<file path="config.mk">
export PLATFORM = sky130hd
export DESIGN_NAME = rate_tick_gen
export DESIGN_NICKNAME = d
export VERILOG_FILES = /design/src/rtl/rate_tick_gen.sv
export SDC_FILE = /design/constraint.sdc
export NUM_CORES = 1
export LEC_CHECK = 0
export ABC_AREA = 1
export BUFFER_PORTS_ARGS = -buffer_cell sky130_fd_sc_hd__buf_2
export CAP_MARGIN = 20
export CORE_ASPECT_RATIO = 1.2
export CORE_UTILIZATION = 50
export CTS_CLUSTER_SIZE = 16
export DETAILED_ROUTE_END_ITERATION = 16
export PLACE_DENSITY = 0.63
export SYNTH_ARGS = -nofsm -noshare
export SYNTH_HDL_FRONTEND = slang
export SYNTH_SLANG_ARGS = --single-unit
</file>
<file path="constraint.sdc">
create_clock -name clk -period 4.1 [get_ports clk]
set_clock_uncertainty 0.1 [all_clocks]
set_input_delay 0.615 -clock clk [delete_from_list [all_inputs] [get_ports clk]]
set_output_delay 0.615 -clock clk [all_outputs]
set_load 0.01 [all_outputs]
</file>
<file path="src/rtl/rate_tick_gen.sv">
`default_nettype none
// ============================================================================
//  Module      : rate_tick_gen
//  Description : Button-selectable clock-enable generator. It produces a
//                1-cycle tick and a near-50% square wave at one of NUM_RATES
//                rates. Rate i has a period of BASE_PERIOD >> i clk cycles.
//                The buttons are synchronised, debounced and edge-detected
//                on clk, so no derived or gated clocks are needed.
//  Revision    : 1.0 - initial release
// ============================================================================
module rate_tick_gen #(
  parameter int unsigned CNT_W           = 30,
  parameter int unsigned NUM_RATES       = 9,
  parameter int unsigned BASE_PERIOD     = 500000000,
  parameter int unsigned DEFAULT_IDX     = 0,
  parameter int unsigned DEBOUNCE_CYCLES = 1000000
) (
  input  logic                         clk,
  input  logic                         reset,
  input  logic                         en,
  input  logic [3:0]                   btn,
  output logic [$clog2(NUM_RATES)-1:0] rate_idx,
  output logic                         tick,
  output logic                         sq_out,
  output logic                         rate_changed
);

  localparam int unsigned c_idx_w = $clog2(NUM_RATES);
  localparam int unsigned c_db_w  = (DEBOUNCE_CYCLES > 1) ? $clog2(DEBOUNCE_CYCLES) : 1;

  localparam logic [c_db_w-1:0]  c_db_last = c_db_w'(DEBOUNCE_CYCLES - 1);
  localparam logic [c_idx_w-1:0] c_idx_rst = c_idx_w'(DEFAULT_IDX);
  localparam logic [c_idx_w-1:0] c_idx_max = c_idx_w'(NUM_RATES - 1);
  localparam logic [c_idx_w-1:0] c_idx_nm2 = c_idx_w'(NUM_RATES - 2);
  localparam logic [c_idx_w-1:0] c_idx_one = c_idx_w'(1);
  localparam logic [c_idx_w-1:0] c_idx_two = c_idx_w'(2);
  localparam logic [CNT_W-1:0]   c_base    = CNT_W'(BASE_PERIOD);
  localparam logic [CNT_W-1:0]   c_cnt_one = CNT_W'(1);

  // Decoded rate step requested by the highest-priority press this cycle.
  typedef enum logic [2:0] {
    STEP_NONE = 3'd0,
    STEP_M2   = 3'd1,
    STEP_M1   = 3'd2,
    STEP_P1   = 3'd3,
    STEP_P2   = 3'd4
  } step_e;

  // --------------------------------------------------------------------------
  // Button synchronisers
  // --------------------------------------------------------------------------
  logic [3:0] sync1_q;
  logic [3:0] sync2_q;

  // Two-flop synchroniser for the asynchronous button inputs.
  always_ff @(posedge clk) begin
    if (reset) begin
      sync1_q <= '0;
      sync2_q <= '0;
    end else begin
      sync1_q <= btn;
      sync2_q <= sync1_q;
    end
  end

  // --------------------------------------------------------------------------
  // Per-button debounce: the accepted level follows the synced input only
  // after DEBOUNCE_CYCLES consecutive differing samples. Any agreeing sample
  // clears the count, so a short glitch leaves no partial progress behind.
  // --------------------------------------------------------------------------
  logic [3:0] level_w;

  for (genvar b = 0; b < 4; b++) begin : g_btn
    logic [c_db_w-1:0] db_cnt_q;
    logic [c_db_w-1:0] db_cnt_d;
    logic              lvl_q;
    logic              lvl_d;

    // Count consecutive mismatching samples; flip the level on the last one.
    always_comb begin
      db_cnt_d = '0;
      lvl_d    = lvl_q;
      if (sync2_q[b] != lvl_q) begin
        if (db_cnt_q == c_db_last) begin
          lvl_d = sync2_q[b];
        end else begin
          db_cnt_d = db_cnt_q + 1'b1;
        end
      end
    end

    // Debounce counter and accepted level registers.
    always_ff @(posedge clk) begin
      if (reset) begin
        db_cnt_q <= '0;
        lvl_q    <= 1'b0;
      end else begin
        db_cnt_q <= db_cnt_d;
        lvl_q    <= lvl_d;
      end
    end

    assign level_w[b] = lvl_q;
  end

  // --------------------------------------------------------------------------
  // Press detection and rate stepping
  // --------------------------------------------------------------------------
  logic [3:0]         level_prev_q;
  logic [3:0]         press_w;
  step_e              step_w;
  logic [c_idx_w-1:0] rate_idx_q;
  logic [c_idx_w-1:0] rate_idx_d;
  logic               rate_changed_q;
  logic               rate_changed_d;

  // Previous debounced level, used to find rising edges (presses). Because it
  // clears to 0, a button held through reset is seen as a fresh press.
  always_ff @(posedge clk) begin
    if (reset) begin
      level_prev_q <= '0;
    end else begin
      level_prev_q <= level_w;
    end
  end

  assign press_w = level_w & ~level_prev_q;

  // Fixed priority: a press on a higher button hides simultaneous lower ones.
  always_comb begin
    step_w = STEP_NONE;
    if (press_w[3]) begin
      step_w = STEP_M2;
    end else if (press_w[2]) begin
      step_w = STEP_M1;
    end else if (press_w[1]) begin
      step_w = STEP_P1;
    end else if (press_w[0]) begin
      step_w = STEP_P2;
    end
  end

  // Modular index update. Each branch stays within c_idx_w bits, so the
  // arithmetic cannot overflow even when NUM_RATES is a power of two.
  always_comb begin
    rate_idx_d     = rate_idx_q;
    rate_changed_d = 1'b1;
    unique case (step_w)
      STEP_M2: rate_idx_d = (rate_idx_q < c_idx_two) ? rate_idx_q + c_idx_nm2
                                                     : rate_idx_q - c_idx_two;
      STEP_M1: rate_idx_d = (rate_idx_q == '0) ? c_idx_max
                                               : rate_idx_q - c_idx_one;
      STEP_P1: rate_idx_d = (rate_idx_q == c_idx_max) ? '0
                                                      : rate_idx_q + c_idx_one;
      STEP_P2: rate_idx_d = (rate_idx_q >= c_idx_nm2) ? rate_idx_q - c_idx_nm2
                                                      : rate_idx_q + c_idx_two;
      default: rate_changed_d = 1'b0;
    endcase
  end

  // Rate index register and its one-cycle change strobe.
  always_ff @(posedge clk) begin
    if (reset) begin
      rate_idx_q     <= c_idx_rst;
      rate_changed_q <= 1'b0;
    end else begin
      rate_idx_q     <= rate_idx_d;
      rate_changed_q <= rate_changed_d;
    end
  end

  // --------------------------------------------------------------------------
  // Period counter, tick and square wave
  // --------------------------------------------------------------------------
  logic [CNT_W-1:0] period_w;
  logic [CNT_W-1:0] half_w;
  logic [CNT_W-1:0] cnt_q;
  logic [CNT_W-1:0] cnt_d;
  logic             tick_q;
  logic             tick_d;
  logic             sq_q;
  logic             sq_d;

  assign period_w = c_base >> rate_idx_q;
  assign half_w   = period_w >> 1;

  // A rate change restarts the period from zero and suppresses any pending
  // tick of the old rate. The square wave is derived from the pre-advance
  // count, so it is low for floor(P/2) cycles and then high for ceil(P/2)
  // cycles, and its final high cycle coincides with the tick.
  always_comb begin
    cnt_d  = cnt_q;
    tick_d = 1'b0;
    sq_d   = sq_q;
    if (rate_changed_d) begin
      cnt_d = '0;
      sq_d  = 1'b0;
    end else if (en) begin
      if (cnt_q == period_w - c_cnt_one) begin
        cnt_d  = '0;
        tick_d = 1'b1;
      end else begin
        cnt_d = cnt_q + c_cnt_one;
      end
      sq_d = (cnt_q >= half_w);
    end
  end

  // Counter and registered tick/square outputs.
  always_ff @(posedge clk) begin
    if (reset) begin
      cnt_q  <= '0;
      tick_q <= 1'b0;
      sq_q   <= 1'b0;
    end else begin
      cnt_q  <= cnt_d;
      tick_q <= tick_d;
      sq_q   <= sq_d;
    end
  end

  assign rate_idx     = rate_idx_q;
  assign tick         = tick_q;
  assign sq_out       = sq_q;
  assign rate_changed = rate_changed_q;

endmodule
`default_nettype wire

</file>
# [After elaboration in Yosys (flattened, before gate mapping)]
# Index checks and enable logic that the tools add are counted.
[totals] output_inout_bits=7 ramBits=0 ff_bits=133 rom_bits=0 mem_count=0 inputBits=7 latchBits=0
[classes] bitwise=7 n_eq_ne=14 div=0 muxes=12 order_cmp=3 n_addsub=12 n_shift=1 reduce_logical=13 n_mul=0
[ops] operator="$add A20 B1 Y20 const B" n=4
[ops] operator="$eq A20 B20 Y1 const B" n=4
[ops] operator="$add A30 B1 Y30 const B" n=1
[ops] operator="$eq A30 B30 Y1" n=1
[ops] operator="$ge A30 B29 Y1" n=1
[ops] operator="$mux W30" n=1
[ops] operator="$shr A29 B4 Y30 const A" n=1
[ops] operator="$sub A30 B1 Y30 const B" n=1
[ops] operator="$mux W4" n=4
[ops] operator="$pmux W4 S4" n=1
[ops] operator="$reduce_or A3 Y1" n=5
[ops] operator="$mux W3" n=4
[ops] operator="$reduce_and A2 Y1" n=4
[ops] operator="$eq A3 B2 Y1 const B" n=2
[ops] operator="$not A1 Y1" n=5
[ops] operator="$add A4 B1 Y4 const B" n=1
[ops] operator="$add A4 B2 Y4 const B" n=1
[ops] operator="$add A4 B3 Y4 const B" n=1
[ops] operator="$and A4 B4 Y4" n=1
[ops] operator="$eq A4 B4 Y1 const B" n=1
[ops] operator="$ge A4 B3 Y1 const B" n=1
[ops] operator="$logic_not A4 Y1" n=1
[ops] operator="$lt A4 B2 Y1 const B" n=1
[ops] operator="$ne A1 B1 Y1" n=4
[ops] operator="10 further kinds" n=11

# [Longest topological paths before layout]
# Gate-level depths: netlist of run 1.
[depth] ltp_word=10 ltp_mapped=23

# [Least setup slack after synthesis of run 1]
# Ideal clock, no wire load.
[synth_timing] path_kind="register -> register" startpoint="register rate_idx_q[1] (netlist: rate_idx[1])" endpoint="register cnt_q[19]" period_less_slack_ns=3.081 path_stages_with_launch=17 required_time_ns=3.857 arrival_ns=2.838 n_path_buf=2 slack_ns=1.019 cell_sequence="dfxtp_1 > inv_1 > ha_1 > inv_2 > nand2_2 > nand3_2 > ha_1 > xor2_1 > xor2_1 > inv_1 > nand3_1 > nor3_2 > nand3_2 > buf_6 > buf_8 > nand3_2 > a21oi_2"
[synth_via] elab_chain_len=4
[synth_rtl] element="from (decl)" line="112" rtl="logic [c_idx_w-1:0] rate_idx_q;"
[synth_rtl] element="from (signal assigned)" line="164" rtl="rate_idx_q <= c_idx_rst;"
[synth_rtl] element="from (signal assigned)" line="167" rtl="rate_idx_q <= rate_idx_d;"
[synth_rtl] element="$shr A29 B4 Y30" line="184" rtl="assign period_w = c_base >> rate_idx_q;"
[synth_rtl] element="$sub A30 B1 Y30" line="199" rtl="if (cnt_q == period_w - c_cnt_one) begin"
[synth_rtl] element="$eq A30 B30 Y1" line="199"
[synth_rtl] element="$mux W30" line="199"
[synth_rtl] element="to (signal assigned)" line="216" rtl="cnt_q <= cnt_d;"
[synth_rtl] element="to (decl)" line="177" rtl="logic [CNT_W-1:0] cnt_q;"
# No other way between the ends.
# A chain may end at the register's enable or synchronous reset.

# [Worst setup path after layout of run 1]
[layout_timing] startpoint="register rate_idx_q[1] (netlist: rate_idx[1])" endpoint="register cnt_q[4]"
# Same word-level chain as after synthesis.

==> results of run 1 <==
==> state kept, by name, indices dropped and copies added, names as in the netlist <==
| name | cells |
|---|---|
| rate_changed | 1 |
| sync2_q | 4 |
| sq_out | 1 |
| g_btn.lvl_q | 4 |
| g_btn.db_cnt_q | 80 |
| tick | 1 |
| rate_idx | 4 |
| level_prev_q | 4 |
| sync1_q | 4 |
| cnt_q | 30 |
==> worst register-to-register path: cells and delay by family (launching register included) <==
family,cells,cell delay [ns]
buffers and inverters,3,0.70
DFF,1,0.65
adders and majority gates,2,0.65
AOI/OAI and AO/OA,1,0.15
and+or+nand+nor,11,1.24
==> metrics by stage <==
stage          util (%)  cell area [um2]
3_5_place_dp      52.88             9014
6_report          56.56             9642
2_1_floorplan         -             8808
4_1_cts           56.56             9642
5_1_grt           56.56             9642
3_3_place_gp      52.88             9014
==> power groups by stage <==
| stage | sequential, mW | combinational [mW] | clock (mW) |
|---|---|---|---|
| after global routing | 1.31 | 0.0637 | 1.73 |
| after detailed placement | 1.33 | 0.0570 | 0 |
| after CTS | 1.30 | 0.0576 | 1.67 |
| after floorplan | 1.33 | 0.0392 | 0 |
| after global placement | 1.33 | 0.0566 | 0 |
| final | 1.31 | 0.0566 | 1.64 |
==> synth_stat cells, drive strengths merged, types with 2 or more instances <==
master | instances | area share [%]
a211oi | 8 | 0.68
xnor2 | 12 | 1.2
ha | 51 | 7.2
xor2 | 52 | 5.2
buf | 16 | 1.5
o21a | 7 | 0.60
and3 | 3 | 0.21
or2 | 5 | 0.36
nand3 | 110 | 7.2
clkbuf | 18 | 0.77
a31o | 2 | 0.20
o211ai | 4 | 0.34
o21ai | 39 | 2.2
nand2 | 254 | 12
nor3b | 14 | 1.2
a31oi | 2 | 0.14
dfxtp | 133 | 30
nor3 | 63 | 3.7
inv | 196 | 8.4
a21oi | 98 | 6.0
nor2 | 148 | 6.6
nor4 | 17 | 1.2
nand4 | 36 | 2.6
==> layer usage <==
| metal | global-route usage [%] | vias up |
|---|---|---|
| met4 | 12.89 | 0 |
| met5 | 0 | - |
| li1 | - | 4273 |
| met3 | 3.704 | 48 |
| met2 | 42.43 | 152 |
| met1 | 30.27 | 3673 |
==> cells by family after synthesis <==
logic type,after synthesis
AOI/OAI and AO/OA,168
and+or+nand+nor,650
buffers and inverters,231
xor gates and xnor gates,64
adders and majority gates,51
DFF,133
==> path summary, 6_finish.rpt <==
kind | from | endpoint | cells past startpoint
hold / removal | btn[0] | sync1_q[0] | 3
hold reg to reg | sync1_q[0] | sync2_q[0] | 2
setup / recovery | rate_idx[1] | cnt_q[4] | 17
setup reg to reg | rate_idx[1] | cnt_q[4] | 17
==> final cells by class <==
cell class | instances | area, um2
Clock buffer | 18 | 439.2
Clock inverter | 14 | 188.9
Fill cell | 1742 | 7405
Inverter | 197 | 743.2
Multi-Input combinational cell | 933 | 5205
Sequential cell | 133 | 2663
Tap cell | 216 | 270.3
Timing Repair Buffer | 22 | 132.6
==> results.txt, run 1 <==
- Sequential cell area fraction in the yosys report: just over 30%
- Worst Tran Pin Value: a little under 1 ns
- Count of endpoints failing hold in the final timing report: 0
* DRC errors left: 0
* Psw: 697.8 uW
* Root buf cell: clkbuf_16
- The die covers 18,150 um2.
* Setup repair after global routing missed its margin: false
* Worst Slack Setup Final: 0.5471 ns
* Hold bufs inserted after CTS: 0
- The number of nets handed over by synthesis was about 1,400.
* Met3 Routed Length: between 700 and 800 um
- For this run, the detailed router's first-pass iteration total came to 5.
* Cell family contributing the most delay on the critical path: simple AND/OR/NAND/NOR gates
- Dominant register cell in the synthesized netlist: dfxtp_1
* Sequential Power Share: 43.5%
- Measured against the total synthesized area, the mux share comes to 0%.
- The library cell used most frequently in the layout, excluding fill and tap cells, is nand2_1.
- The count of buffers added on input and output ports is 13.
- Setup Slack @ Placement: 0.5821 ns
- Crit. End Element: flip-flop
- Signal routing reaches up to met4.
* Global router's overall resource usage: approximately a quarter
- Clk Latency, worst-skew pair: roughly 0.43 ns
* Final wirelength: about 21,000 um
* Vias per std cell: between 5 and 6
* List of cells traversed by the critical path: inv_1 > ha_1 > inv_2 > nand2_2 > nand3_2 > ha_1 > nand4_1 > nor2_2 > nand2_1 > nand2_1 > nand2_1 > nand3_2 > nor2_2 > nand3_2 > buf_4 > nand3_1 > a21oi_1
- MaxCap Viol Count: 0
- Resized cells post-CTS: 0
- # placed instances: ~1,500
* Initial DRC count: approximately 430
- Wire length on met2: 10,160 um
* Maximum number of pins on one net before global-route repair: 33
- Number of routed nets with antenna violations: 0
- Combinational logic burns 1.9% of the power.
- For this run, the slowest stage of the critical path takes 0.65 ns.
* Number of buffers and inverters on the critical path: 3
- For this design the static power due to leakage is between 4 and 5 nW.
- Initial cell density of the core: about half
- Synth Area in Compound Gates: roughly 11%
* Buffers inserted during post-CTS setup optimization: 0
* Global route overflow: 0
- Clock-pin slew was measured on the worst setup and hold paths at ~0.060 ns.
- From synthesis to final layout, the design area changed by 9.460%.
- For the final routed database, the setup TNS stands at 0 ns.
* Simple-gate share of the synthesized area: between 30% and 40%
* IO Pins: 14
- Total core area: 17,050 um2
- Counting flops with an async set or reset pin after synthesis yields a share of 0%.
- The repair_antennas step left the layout with diodes totalling 0.
- Met1 wire length: 9624 um
- Routed vias: about 8,100
* Placed wire-length estimate: 16,130 um
- The critical path is of the flip-flop to flip-flop type.
* Count of warnings emitted by yosys: 0
- In this run the power density over the cells is between 300 and 400 nW/um2.
* Int Pwr: 2.305 mW
* Fraction of power spent switching nets: 23.24%
- In this run the number of H-tree levels came out at 4.
* Post-Synthesis Cell Area: 8808 um2
- Wire length of the first global-routing pass: approximately 36,000 um
- After synthesis, the netlist uses 47 different library cells.
- Number of flops mapped to enable cells by yosys: 0
- The number of global-route vias before repair was between 7,000 and 8,000.
- TritonCTS built the clock tree.
* Max FO, Critical Path: 29
* Worst Path Required: around 4.4 ns
* Avg Cell Area, Syn: 6.791 um2
* Floorplan die height: about 150 um
* Number of endpoints failing setup at the final stage: 0
- Adder and majority cell fraction of the synthesized area: under 10%
* Buffer depth of the longest clock path: 2
- The initialized floorplan defines 52 standard-cell rows.
* Weighted congestion reported at the end of routability-driven placement: about 0.94
* Final Max Tran Viols: 0
- The count of cells in the finished layout, fillers not included, comes to roughly 1,500.
- X dimension of the die: roughly 120 um
- Setup slack on the worst reg-to-reg path comes out at 0.55 ns.
- Share of layout cells above drive strength 1: a little under a tenth
- The tree built by TritonCTS fans out to between 100 and 150 sinks.
* Worst Path Arrival: 3.81 ns
- After layout, the worst path uses approximately 87% of the clock period.
* Minimum hold slack: 0.2944 ns
- The slowest stage of the critical path is the dfxtp_1 cell.
- Result of the run: completed
- Largest family of logic cells by synthesized area: simple AND/OR/NAND/NOR gates
- Highest-count cells in the layout ignoring fill and taps: nand2_1 (235), inv_1 (190), nor2_1 (141)
- In this run, the clock network consumes between 50% and 60% of the power.
* Count of state elements after synthesis: between 100 and 150
- Peak supply drop: 0.2717 mV
* Syn Inst Count: 1,297
- Measured against its own limit, the worst slew margin works out to between 30% and 40%.
* Max frequency: around 280 MHz
* Classification of the worst-slack hold path: input port to flip-flop
- In the final routed layout, each cell accounts on average for around 14 um.
* Startpoint class of the critical path: flip-flop
- Fraction of synthesized cell area in xor and xnor cells: ~6.4%
* Fin crit period: roughly 3.6 ns
- After the last flow step, the layout net total stands at ~1,400.
- Number of clock buffers inserted by TritonCTS: 17
- Number of antenna violations at the first check in global routing: 0
- Post-route total power: 3.002 mW
Note: power is estimated with default switching activity, not from simulation.
==> run 2, diff against run 1 <==
Settings changed: ABC_AREA 1 to unset.
==> run 2 against run 1 <==
  * Register-to-register slack worse by 0.04 ns
  * Die area decreased by 10%
  * Largest cell class unchanged
  * Core utilization rose by 0.37 points
  * Maximum frequency down 1.0%
==> results.txt, run 2 <==
- The fraction of registers with async set/reset is 0% (unchanged).
- The internal power consumption was 2.144 mW (was 2.305 mW).
* Fraction of power spent switching nets: 22.67% (was 23.24%)
- Avg Cell Area, Syn: 8.321 um2 (was 6.791 um2)
- The detailed-routing iteration count for the pre-antenna-repair pass was 5 (unchanged).
- Mux cell area share after synthesis: 2.398% (was 0%)
- The register bit total from synthesis came to 133 (unchanged).
- Final net count: 1,012 (was 1,362)
* Syn Inst Count: 947 (was 1,297)
- The part of the cycle the worst path needs was 87.57% (was 86.66%).
* Count of port buffers added during placement: 13 (unchanged)
- The most common cell after layout, fill and taps aside was nor2_1 (was nand2_1).
- Synth Area in Compound Gates: 9.971% (was 10.95%)
- Highest-count cells in the layout ignoring fill and taps: nor2_1 (138), dfxtp_1 (133), xor2_1 (69) (was nand2_1 (235), inv_1 (190), nor2_1 (141)).
- Adder and majority cell fraction of the synthesized area: 8.098% (was 7.244%)
- Regs by FF count: g_btn.db_cnt_q x80, cnt_q x30 (unchanged)
- The final core utilization is 56.93% (was 56.56%).
- Net Count, Synth: 1,005 (was 1,355)
- Number of flops mapped to enable cells by yosys: 0 (unchanged)
- Worst Tran Pin Value: 0.6714 ns (was 0.9816 ns)
- The total power per unit cell area was 320.3 nW/um2 (was 311.4 nW/um2).
- Static Leak: 3.231 nW (was 4.057 nW)
- The number of gates resized after cts came to 0 (unchanged).
- The width of the chip came to 116.6 um (was 123.2 um).
* Psw: 628.6 uW (was 697.8 uW)
- The row count is 49 (was 52).
- The total clock buffers created by CTS came to 17 (unchanged).
- Fraction of synthesized cell area in xor and xnor cells: 14.78% (was 6.364%)
- Startpoint class of the critical path: flip-flop (unchanged)
* Sequential Power Share: 47.1% (was 43.5%)
* Final wirelength: 16,740 um (was 21,280 um)
- The weighted congestion at the end of routability-driven global placement is 0.8513 (was 0.9402).
- Wire length of the first global-routing pass: 28,620 um (was 35,990 um)
- The worst min-delay path category is input port to flip-flop (unchanged).
- The summed instance area of the synthesized netlist came to 7880 um2 (was 8808 um2).
- The simple-gate share of the synthesized area was 26.95% (was 34.53%).
- Dominant register cell in the synthesized netlist: dfxtp_1 (unchanged)
- The number of primary I/O pins came to 14 (unchanged).
- The total track usage came to 22.05% (was 25.01%).
- Worst slew margin: 55.24% (was 34.49%)
* Top register by number of flip-flops: g_btn.db_cnt_q (unchanged)
- Minimum hold slack: 0.2955 ns (was 0.2944 ns)
- The largest area contributor in the synthesized netlist was dfxtp_1 (unchanged).
- Max FO, Critical Path: 29 (unchanged)
- The largest net degree at the start of global routing was 36 (was 33).
- Crit. End Element: flip-flop (unchanged)
* Clock input transition at the sequential cells of the worst setup and hold paths: 0.06 ns (about the same)
* Placed wire-length estimate: 11,970 um (was 16,130 um)
- The instance count after placement with tap cells included came to 1,139 (was 1,501).
- The pre-CTS setup slack is 0.5310 ns (was 0.5821 ns).
* Clock tree from TritonCTS: done (unchanged)
- The via density per instance came to 5.511 (was 5.314).
* Depth of the CTS H-tree: 4 (unchanged)
* Placed inst area: 8118 um2 (was 9014 um2)
* Combinational share of power: 1.6% (was 1.9%)
- Average wire per cell in the routed design: 14.32 um (was 13.88 um)
- Sequential cell area fraction in the yosys report: 33.79% (was 30.23%)
* Number of endpoints failing setup at the final stage: 0 (unchanged)
- The clock sink total is 133 (unchanged).
- The starting density of the core was 51.83% (was 51.67%).
* Number of routed nets with antenna violations: 0 (unchanged)
* Largest family of logic cells by synthesized area: simple AND/OR/NAND/NOR gates (unchanged)
- Peak supply drop: 0.2727 mV (was 0.2717 mV)
- The final period demand of the worst path is 3.590 ns (was 3.553 ns).
- The fraction of layout cells with a size suffix above 1 is 7.461% (was 9.415%).
* TNS Setup: 0 ns (unchanged)
- The final hold violation count is 0 (unchanged).
- Result of the run: completed (unchanged)
- The buffer depth of the longest clock path came to 2 (unchanged).
- The post-layout instance count excluding filler cells is 1,169 (was 1,533).
* Root buf cell: clkbuf_16 (unchanged)
- Initial DRC count: 403 (was 431)
* Cell types with the largest area share after synthesis: dfxtp_1 (34%), ha_1 (8.1%), xor2_1 (7.7%) (was dfxtp_1 (30%), nand2_1 (10%), inv_1 (8.1%))
* ANT cells: 0 (unchanged)
- The synthesis-to-layout area growth came to 9.844% (was 9.460%).
* Clock share of power: 51.3% (was 54.6%)
- Global route overflow: 0 (unchanged)
- The number of distinct library cells after synthesis was 66 (was 47).
- Worst setup path class: flip-flop to flip-flop (unchanged)
* Vias in the first global route: 6,138 (was 7,760)
- Post-route total power: 2.772 mW (was 3.002 mW)
- Synth cell count leaders: nor2_1 (138), dfxtp_1 (133), xor2_1 (69) (was nand2_1 (235), inv_1 (190), nor2_1 (141)).
- The most common cell in the netlist is nor2_1 (was nand2_1).
- The total setup buffers inserted after CTS came to 0 (unchanged).
- Hold bufs inserted after CTS: 0 (unchanged)
- The number of max-capacitance violations reported is 0 (unchanged).
* Routed vias: 6,442 (was 8,146)
* Setup repair after global routing missed its margin: false (unchanged)
- The number of antenna violations at the first check in global routing was 0 (unchanged).
- The flip-flop count of the largest register, all copies and words added was 80 (unchanged).
- DRC errors left: 0 (unchanged)
- The data arrival time of the critical path is 3.77 ns (was 3.81 ns).
- The filler cell count in the final layout is 1,487 (was 1,742).
* Fin area: 8656 um2 (was 9642 um2)
- Clk Latency, worst-skew pair: 0.43 ns (about the same)
- The full die area was 16,270 um2 (was 18,150 um2).
* Count of warnings emitted by yosys: 0 (unchanged)
- The data required time at the worst endpoint came to 4.28 ns (was 4.36 ns).
- Final Max Tran Viols: 0 (unchanged)
* Floorplan die height: 139.5 um (was 147.4 um)
- The worst path setup slack after routing is 0.5097 ns (was 0.5471 ns).
- The top-area cell type share of the netlist area came to 33.79% (was 30.23%).
- The highest achievable clock rate was 278.5 MHz (was 281.5 MHz).
- The area of the placeable core came to 15,200 um2 (was 17,050 um2).
==> run 2: kinds of logic after synthesis <==
group | after synthesis
compound gates | 115
xor+xnor | 133
fa+ha+maj | 51
buf+inv | 72
flops | 133
mux | 15
simple gates | 428
==> run 2: cell type report <==
cell class / instances / area, um2 / area share (%)
tap: 204 / 255.2 / 2.949
clock buffer: 19 / 432.9 / 5.001
clock inverter: 11 / 105.1 / 1.214
multi-input combinational: 742 / 4910 / 56.72
sequential: 133 / 2663 / 30.76
inverter: 34 / 127.6 / 1.474
timing repair buffer: 26 / 162.7 / 1.879
==> run 2: path summary, 6_finish.rpt <==
check	startpoint	end	slack (ns)	cells after the start
max	rate_idx[1]	cnt_q[23]	0.51	14
min	btn[0]	sync1_q[0]	0.30	2
max reg2reg	rate_idx[1]	cnt_q[23]	0.51	14
min reg2reg	sync1_q[2]	sync2_q[2]	0.34	1
==> run 2: per-layer routing <==
layer	part of all wire [%]	global-route usage, %
met1	47	28.51
met2	46	35.00
met3	4.4	4.530
met4	2.7	9.927
met5	0	0
==> run 2: power groups by stage <==
stage | sequential (mW) | combinational, mW | clock (mW)
global placement | 1.34 | 0.0451 | 0
detailed placement | 1.34 | 0.0449 | 0
CTS | 1.31 | 0.0452 | 1.45
floorplan | 1.33 | 0.0329 | 0
finish | 1.31 | 0.0445 | 1.42
global route | 1.31 | 0.0502 | 1.50
==> run 2: worst max-delay path: stages, from the launching register on <==
cell	delay (ns)
dfxtp_1	0.31
buf_4	0.20
ha_1	0.21
and2_1	0.18
o31ai_2	0.34
inv_1	0.08
ha_1	0.30
xnor2_1	0.16
nor4_1	0.19
nand4_1	0.11
nand4b_1	0.24
a2111o_1	0.37
nor4_4	0.21
buf_4	0.34
nor3_1	0.09
==> run 3, diff against run 2 <==
Settings changed: CAP_MARGIN 20 to unset, PLACE_DENSITY 0.63 to 0.65.
Clock period 4.1 ns to 3 ns, I/O delays scaled along.
==> run 3 against run 2 <==
  * The run now ends with negative setup slack left
  * Cell count rose by 7.0%
  * Via count rose by 4.8%
  * Largest cell class unchanged
  * Non-clock buffer count rose by 80
  * Global-route usage rose by 0.52 points
  * Count of clock-buffer cells in the layout fell by 1
  * Largest power group unchanged
  * Critical endpoint is now cnt_q[24]
  * Sequential share of layout area fell by 2.7 points
  * Clock power rose by 35%
  * Critical path depth rose by 1
  * Maximum frequency rose by 9.3%
  * Sequential power rose by 36%
==> results.txt, run 3 (synthesis results as in run 2) <==
- Util after Layout: 62.76% (was 56.93%)
* Most common cell after layout, fill and taps aside: nor2_1 (unchanged)
- The leakage component of the power was 3.693 nW (was 3.231 nW).
- Global route overflow: 0 (unchanged)
* Placed wire-length estimate: 12,720 um (was 11,970 um)
- Depth of the CTS H-tree: 4 (unchanged)
- The register with the most flip-flops was g_btn.db_cnt_q (unchanged).
* Fillers: 1,380 (was 1,487)
- The number of max-capacitance violations reported is 0 (unchanged).
* Max frequency: 304.5 MHz (was 278.5 MHz)
- The synthesis-to-layout area growth came to 21.09% (was 9.844%).
* Fin crit period: 3.284 ns (was 3.590 ns)
- The number of primary I/O pins was 14 (unchanged).
- The detailed-routing iteration count for the pre-antenna-repair pass came to 5 (unchanged).
* Setup repair after global routing missed its margin: true (was false)
- The post-detailed-route wirelength per cell came to 13.97 um (was 14.32 um).
- The number of global-route vias before repair is 6,278 (was 6,138).
- The power dissipated by switching net loads came to 888.0 uW (was 628.6 uW).
- Regs by FF count: g_btn.db_cnt_q x80, cnt_q x30 (unchanged).
- The weighted congestion at the end of routability-driven global placement came to 0.8732 (was 0.8513).
- Most numerous cell on the critical path: ha_4
- X dimension of the die: 116.6 um (unchanged)
- Initial DRC count: 235 (was 403)
- The total clock buffers created by CTS came to 17 (unchanged).
- The CTS tree was done (unchanged).
- The type of the worst setup path is flip-flop to flip-flop (unchanged).
- The area of the placeable core was 15,200 um2 (unchanged).
- List of cells traversed by the critical path: inv_8 > ha_4 > and2_4 > o31ai_4 > inv_2 > ha_4 > xnor2_1 > nor4_1 > nand4_1 > nand4b_1 > a2111o_1 > nor4_4 > buf_6 > clkbuf_16 > nor3_1 (was buf_4 > ha_1 > and2_1 > o31ai_2 > inv_1 > ha_1 > xnor2_1 > nor4_1 > nand4_1 > nand4b_1 > a2111o_1 > nor4_4 > buf_4 > nor3_1).
- The fraction of layout cells with a size suffix above 1 came to 17.77% (was 7.461%).
- Highest-count cells in the layout ignoring fill and taps: nor2_1 (137), dfxtp_1 (130), buf_4 (85) (was nor2_1 (138), dfxtp_1 (133), xor2_1 (69))
- Startpoint class of the critical path: flip-flop (unchanged)
* Number of buffers and inverters on the critical path: 4 (was 3)
* Fraction of power spent switching nets: 23.61% (was 22.67%)
- The largest net degree at the start of global routing is 32 (was 36).
- The relative contribution of the clock network to total power came to 50.9% (was 51.3%).
- The row count is 49 (unchanged).
- Crit. End Element: flip-flop (unchanged)
- Worst slew margin: 54.63% (was 55.24%)
- Area of the multi-input gates: 5085 um2 (was 4910 um2)
* Clock input transition at the sequential cells of the worst setup and hold paths: 0.06 ns (about the same)
- Number of endpoints failing setup at the final stage: 30 (was 0)
- Count of endpoints failing hold in the final timing report: 0 (unchanged)
- Setup Slack @ Placement: -0.2891 ns (was 0.5310 ns)
* Final wirelength: 17,480 um (was 16,740 um)
- The clock sink total came to 133 (unchanged).
- The data required time at the worst endpoint is 3.18 ns (was 4.28 ns).
- Register cell area after layout: 2674 um2 (was 2663 um2)
* Flip-flop count of the largest register, all copies and words added: 80 (unchanged)
* Cell family contributing the most delay on the critical path: simple AND/OR/NAND/NOR gates (unchanged)
- Number of routed nets with antenna violations: 0 (unchanged)
- The part of the power in combinational logic is 1.7% (was 1.6%).
* Worst Tran Pin Value: 0.6805 ns (was 0.6714 ns)
- The final layout net count was 1,092 (was 1,012).
* Classification of the worst-slack hold path: input port to flip-flop (unchanged)
- Minimum hold slack: 0.1308 ns (was 0.2955 ns)
- Period Utilization, post-route: 109.5% (was 87.57%)
* Final Max Tran Viols: 0 (unchanged)
* Buffer depth of the longest clock path: 2 (unchanged)
* # placed instances: 1,208 (was 1,139)
* Vias per std cell: 5.395 (was 5.511)
- Initial cell density of the core: 51.83% (unchanged)
* Global router's overall resource usage: 22.57% (was 22.05%)
* Count of placed standard cells in the final layout, fillers left out: 1,251 (was 1,169)
- Max FO, Critical Path: 6 (was 29)
- Result of the run: finished, violations left (was completed)
- Floorplan die height: 139.5 um (unchanged)
- Worst Slack Setup Final: -0.2836 ns (was 0.5097 ns)
* Delay contributed by the slowest stage of the critical path: 0.41 ns (was 0.37 ns)
* Die Footprint: 16,270 um2 (unchanged)
- The wire length of the first global-routing pass was 29,100 um (was 28,620 um).
- Power density over the cells: 394.2 nW/um2 (was 320.3 nW/um2)
- Worst Path Arrival: 3.46 ns (was 3.77 ns)
- The internal power consumption came to 2.874 mW (was 2.144 mW).
- Number of antenna violations at the first check in global routing: 0 (unchanged)
- Clk Latency, worst-skew pair: 0.42 ns (was 0.43 ns)
* Sequential Power Share: 47.4% (was 47.1%)
- The count of buffers from port buffering came to 13 (unchanged).
- Cell at the slowest stage of the critical path: dfxtp_4 (was a2111o_1)
- The library cell used as clock root buffer is clkbuf_16 (unchanged).
* DRC errors left: 0 (unchanged)
* Violations in the final reports: negative setup slack
- The largest vdd supply drop was 0.4178 mV (was 0.2727 mV).
* Routed vias: 6,749 (was 6,442)
* ANT cells: 0 (unchanged)
run 3: power groups by stage:
| stage | registers [mW] | clock network [mW] | logic, mW |
|---|---|---|---|
| after detailed placement | 1.82 | 0 | 0.0619 |
| final | 1.78 | 1.92 | 0.0634 |
| after global placement | 1.82 | 0 | 0.0617 |
| after global routing | 1.78 | 2.03 | 0.0715 |
| after CTS | 1.78 | 1.94 | 0.0626 |
| after floorplan | 1.82 | 0 | 0.0450 |
run 3: final cells by class:
cell class	count	area share (%)
Sequential cell	133	28.02
Clock buffer	18	4.498
Timing Repair Buffer	106	8.786
Multi-Input combinational cell	742	53.29
Tap cell	204	2.675
Clock inverter	14	1.220
Inverter	34	1.508
run 3: repair_timing:
item,in CTS,in global routing
pin swaps,2,12
setup buffers,5,3
cloned,0,3
setup endpoints to repair,31,31
hold buffers,0,0
gates resized for setup,3,24
run 3: layer usage:
metal	vias to the layer above	global-route usage, %	share of wire [%]
met5	-	0	0
met4	0	9.327	2.8
met3	32	4.791	2.5
met2	100	38.49	49
met1	3144	27.13	46
li1	3473	-	-
run 3: per-stage QoR:
stage | total power, mW | cell area, um2 | setup TNS [ns]
floorplan | 1.865 | 8045 | -5.580
global placement | 1.884 | 8773 | -6.699
detailed placement | 1.885 | 8773 | -8.264
CTS | 3.789 | 9366 | -4.564
global route | 3.888 | 9542 | -10.23
finish | 3.762 | 9542 | -6.915
run 3: worst paths after layout:
kind / endpoint / startpoint / slack, ns / cells after the start
setup reg to reg: cnt_q[24] / rate_idx[0] / -0.28 / 15
hold / removal: sync1_q[3] / btn[3] / 0.13 / 2
hold reg to reg: sync2_q[2] / sync1_q[2] / 0.33 / 1
setup / recovery: cnt_q[24] / rate_idx[0] / -0.28 / 15
run 3: worst reg2reg max path, cell delays in order, from the launching register on:
cell       delay [ns]
dfxtp_4          0.41
inv_8            0.06
ha_4             0.15
and2_4           0.14
o31ai_4          0.26
inv_2            0.07
ha_4             0.24
xnor2_1          0.12
nor4_1           0.18
nand4_1          0.13
nand4b_1         0.21
a2111o_1         0.36
nor4_4           0.32
buf_6            0.19
clkbuf_16        0.16
nor3_1           0.05
